--- config.mk ---
export PLATFORM = sky130hd
export DESIGN_NAME = dmem_sensor_bridge
export DESIGN_NICKNAME = d
export VERILOG_FILES = /design/src/rtl/dmem_sensor_bridge.sv
export SDC_FILE = /design/constraint.sdc
export NUM_CORES = 2
export LEC_CHECK = 0
export CORE_MARGIN = 1.5
export CORE_UTILIZATION = 40
export CTS_CLUSTER_DIAMETER = 30
export DETAILED_ROUTE_END_ITERATION = 6
export PLACE_DENSITY = 0.51
export SYNTH_ARGS = -nofsm -noshare
export SYNTH_HDL_FRONTEND = slang
export SYNTH_MEMORY_MAX_BITS = 65536
export SYNTH_SLANG_ARGS = --single-unit
--- constraint.sdc ---
create_clock -name clk -period 11.1 [get_ports clk]
set_input_delay 2.22 -clock clk [delete_from_list [all_inputs] [get_ports clk]]
set_output_delay 2.22 -clock clk [all_outputs]
set_load 0.1 [all_outputs]
--- src/rtl/dmem_sensor_bridge.sv ---
// dmem_sensor_bridge: data SRAM plus memory-mapped sensor FIFO behind the core dmem port; SENSOR_ALERT_EN adds the threshold alert
module dmem_sensor_bridge #(
  parameter int MEM_WORDS  = 128,
  parameter int FIFO_DEPTH = 8,
  parameter int SENSOR_W   = 16
) (
  input  logic                clk,
  input  logic                reset,
  input  logic                dmem_en,
  input  logic                dmem_we,
  input  logic [31:0]         dmem_addr,
  input  logic [31:0]         dmem_wdata,
  output logic [31:0]         dmem_rdata,
  input  logic                sensor_valid,
  output logic                sensor_ready,
  input  logic [SENSOR_W-1:0] sensor_data,
  output logic                alert
);
  localparam int AW = $clog2(MEM_WORDS);
  localparam int PW = $clog2(FIFO_DEPTH);
  logic [31:0] mem_q [MEM_WORDS];
  logic [SENSOR_W-1:0] fifo_q [FIFO_DEPTH];
  logic [PW:0] wr_q, wr_d, rd_q, rd_d, cnt;
  logic [31:0] rdata_q, rdata_d, status, thr_rd;
  logic ovf_q, ovf_d, alert_q;
  logic [AW-1:0] idx;
  logic [1:0] reg_sel;
  logic mmio_rd, mmio_wr, push, pop, full, empty, stat_wr;
  logic unused_addr;
  assign idx = dmem_addr[AW+1:2];
  assign reg_sel = dmem_addr[3:2];
  assign mmio_rd = dmem_en & ~dmem_we & dmem_addr[31];
  assign mmio_wr = dmem_en & dmem_we & dmem_addr[31];
  assign stat_wr = mmio_wr & (reg_sel == 2'd1);
  assign cnt = wr_q - rd_q;
  assign full = cnt[PW];
  assign empty = (cnt == '0);
  assign push = sensor_valid & ~full;
  assign pop = mmio_rd & (reg_sel == 2'd0) & ~empty;
  assign status = {20'b0, alert_q, ovf_q, full, empty, 8'(cnt)};
  assign sensor_ready = ~full;
  assign dmem_rdata = rdata_q;
  assign alert = alert_q;
  assign unused_addr = ^{dmem_addr[30:AW+2], dmem_addr[1:0]};
`ifdef SENSOR_ALERT_EN
  logic [SENSOR_W-1:0] thresh_q, thresh_d;
  logic alert_d;
  assign thr_rd = 32'(thresh_q);
  // threshold register and sticky alert; a same-cycle set beats the clear
  always_comb begin
    thresh_d = (mmio_wr & (reg_sel == 2'd2)) ? dmem_wdata[SENSOR_W-1:0] : thresh_q;
    alert_d = (push & (sensor_data > thresh_q)) | (alert_q & ~(stat_wr & dmem_wdata[11]));
  end
  // alert state registers
  always_ff @(posedge clk) begin
    if (reset) begin
      thresh_q <= '1;
      alert_q <= 1'b0;
    end else begin
      thresh_q <= thresh_d;
      alert_q <= alert_d;
    end
  end
`else
  assign thr_rd = '0;
  assign alert_q = 1'b0;
`endif
  // read mux, FIFO pointer advance and sticky overflow; a same-cycle set beats the clear
  always_comb begin
    rdata_d = !dmem_en ? '0 :
              !dmem_addr[31] ? mem_q[idx] :
              dmem_we ? '0 :
              (reg_sel == 2'd0) ? (empty ? '0 : 32'(fifo_q[rd_q[PW-1:0]])) :
              (reg_sel == 2'd1) ? status :
              (reg_sel == 2'd2) ? thr_rd : '0;
    wr_d = wr_q + {{PW{1'b0}}, push};
    rd_d = rd_q + {{PW{1'b0}}, pop};
    ovf_d = (sensor_valid & full) | (ovf_q & ~(stat_wr & dmem_wdata[10]));
  end
  // control registers
  always_ff @(posedge clk) begin
    if (reset) begin
      rdata_q <= '0;
      wr_q <= '0;
      rd_q <= '0;
      ovf_q <= 1'b0;
    end else begin
      rdata_q <= rdata_d;
      wr_q <= wr_d;
      rd_q <= rd_d;
      ovf_q <= ovf_d;
    end
  end
  // SRAM and FIFO storage, contents survive reset
  always_ff @(posedge clk) begin
    if (dmem_en & dmem_we & ~dmem_addr[31]) mem_q[idx] <= dmem_wdata;
    if (push) fifo_q[wr_q[PW-1:0]] <= sensor_data;
  end
endmodule

==> flow_summary.toml <==
[setup_path]
cp_max_fo = 10
crit_path_start_kind = "flip-flop"
critPathMaxStageDelay_ns = 1.25
cp_slowest_cell = "clkdlybuf4s50_1"
critPathCaptureType = "output port"
cp_top_family = "buffers and inverters"
path_cells = "clkinv_1 > ha_1 > o21ai_0 > nand3_1 > nor2b_1 > clkdlybuf4s50_1"
cp.buffers_inverters = 2
arrival_ns = 4.18
path_class = "reg2out"
path_depth = 6
rr_worst_depth = 7
cp.required_ns = 8.88

[synthesis]
netlist.area_leader.share = 0.7736
yosysTopAreaCell = "edfxtp_1"
syn_nets = 8006
synthTopCellsByArea = "edfxtp_1 77%, mux2i_1 7.9%, mux4_2 7.5%, a22oi_1 2.3%, nand3_1 0.81%"
synth_edf_count = 4224
ys_seq_elements = 4265
syn_area_mm2 = 0.1640
async_reset_ff_frac = 0
synth_warnings = 0
syn_avg_cell_area_um2 = 20.72
synthFlopType = "edfxtp_1"
yosysUniqueCellTypes = 40
seq_area_frac_synth = 0.7786
synthCells = 7913

[timing]
setup-tns-final_ns = 0
grt_setup_unrepaired = "false"
slew_headroom = 0.09517
setup_violations = 0
finalCriticalPeriod_ns = 6.403
fmaxAchievable_mhz = 156.2
slew_viol_final = 0
holdWs_ns = 0.5074
post-route-period-util = 0.5768
tightest_slew_ns = 1.348
hold_viol = 0
finClkSkew_ns = 0.07230

[cts]
cts.sinks = 4265
clk_pin_slew_ns = 0.05
htree_num_levels = 6
post_cts_buffers = 0
cts_hold_buffers = 0
worstSkewPairLatency_ns = 1.09
cts_resized = 0
max-clock-path-buffers = 4
cts_root_buf = "clkbuf_16"
numCtsBuffers = 883
cts_tree = "done"

[cells_and_area]
fin_cells = 14920
drive_above_1_share = 0.2584
fin_util = 0.4982
final_nets = 8806
fillers = 32660
syn_to_final_growth_pct = 23.73
multi_input_area_mm2 = 0.03475
regArea_mm2 = 0.1277

[route]
wire_per_inst_um = 31.21
antenna_left = 0
drc = 0
routed_via_density = 5.577
drtPass1Iterations = 6
drt_iter0_markers = 7813
vias = 83200
routed_wl_um = 465600

[grt]
grt_antenna_before_repair = 25
met3_usage = 0.03488
use_met1 = 0.2959
grt_pass1_wl_um = 654200
grt-busiest-layer = "met2"
gr-total-overflow = 0
grt_start_max_net_pins = 137
gr-usage-all-layers = 0.2219
first_global_vias = 87230
met2_usage = 0.3750

[power_and_ir_drop]
cellLeakagePower_uw = 0.06768
p_per_area_mw_per_mm2 = 225.0
irDropWorstVdd_uv = 166.1

[hold_path]
hold_path_depth = 2
hold_class = "reg2reg"

[place]
gp_congestion = 0.7751
dpl.hpwl_um = 253500
numPortBuffers = 93
dp.cells = 13260

[run_status]
status = "finished, final reports clean"

[floorplanning]
std_cell_rows = 234
start_util = 0.4026
fp.dieArea_mm2 = 0.4138
die_h_um = 643.3
die_x_um = 643.3
io_pins = 119
core_area_mm2 = 0.4073

[flow_run]
cap_viol_max_count = 0
## final cells by class
type / count / share of cell area
inverter: 8 / 0.0001480
clock inverter: 640 / 0.03653
tap: 5428 / 0.03348
antenna: 9 / 0.0001110
multi-input combinational: 3168 / 0.1713
timing repair buffer: 387 / 0.01663
sequential: 4265 / 0.6293
clock buffer: 1014 / 0.1126
## layer usage
layer | vias to the layer above | wire length [um] | part of all wire
met5 | - | 5 | 0.000011
met4 | 2 | 12850 | 0.028
met3 | 694 | 26100 | 0.056
met2 | 2760 | 230900 | 0.50
met1 | 44660 | 195700 | 0.42
li1 | 35090 | - | -
## registers in the layout, indices dropped and copies added (netlist names)
signal / flops
rd_q: 4
mem_q: 4096
dmem_rdata: 32
fifo_q: 128
wr_q: 4
ovf_q: 1
## stage by stage
| step | total power [uW] | cell area [um2] | setup WS [ns] |
|---|---|---|---|
| 2_1_floorplan | 18980 | 164000 | 5.222 |
| 3_3_place_gp | 19720 | 172600 | 4.175 |
| 3_5_place_dp | 19750 | 172600 | 4.166 |
| 4_1_cts | 45980 | 202900 | 4.648 |
| 5_1_grt | 46840 | 202900 | 4.553 |
| 6_report | 45640 | 202900 | 4.697 |
## placed cells by master, fill, tap and decap left out, types with 117 or more instances in the layout
master / Yosys / layout
clkbuf_1: 75 / 117
clkinv_2: 0 / 133
clkinvlp_4: 0 / 117
buf_4: 118 / 303
nand3_1: 265 / 263
clkinv_1: 1 / 130
nor2_4: 1 / 130
mux2i_1: 1290 / 1290
clkbuf_16: 0 / 893
o22ai_1: 142 / 142
edfxtp_1: 4224 / 4224
bufinv_16: 0 / 119
a22oi_1: 513 / 513
mux4_2: 544 / 544
## cells in the mapped netlist (14+ instances only)
library cell	n
o21ai_1	60
buf_2	231
buf_1	19
nor2_1	138
a41oi_1	80
a22oi_1	513
nor2b_1	14
mux4_2	544
nand3_1	265
o22ai_1	142
clkbuf_1	75
nor4_1	18
edfxtp_1	4224
mux2i_1	1290
dfxtp_1	41
buf_6	29
nand2_1	43
buf_4	118
## worst paths after layout
check / slack (ns) / start / end
setup reg to reg: 7.65 / rd_q[2] / fifo_q[6][6]
hold reg to reg: 0.51 / ovf_q / ovf_q
setup / recovery: 4.70 / rd_q[2] / sensor_ready
hold / removal: 0.51 / ovf_q / ovf_q
## cell families after synthesis
| logic type | share of synthesized area |
|---|---|
| muxes | 0.1535 |
| other | 0.00002287 |
| buffers and inverters | 0.01678 |
| adders and majority gates | 0.0006562 |
| AOI/OAI and AO/OA | 0.03575 |
| xor gates and xnor gates | 0.0003205 |
| DFF | 0.7786 |
| and+or+nand+nor | 0.01443 |
## power breakdown
group	leakage, uW	internal (uW)	switching, uW
registers	0.0383	17800	15.4
logic	0.0150	505	1130
clock network	0.0144	17500	8710
total	0.0677	35800	9850
## worst register-to-register path, cell delays in order, from the launching register on
cell,delay [ns]
dfxtp_1,0.64
clkinv_1,0.19
ha_1,0.34
o21ai_0,0.12
nand3_1,0.12
nor2b_1,0.46
nand2_1,0.31
nor3_4,0.88
(Power assumes the default switching activity.)
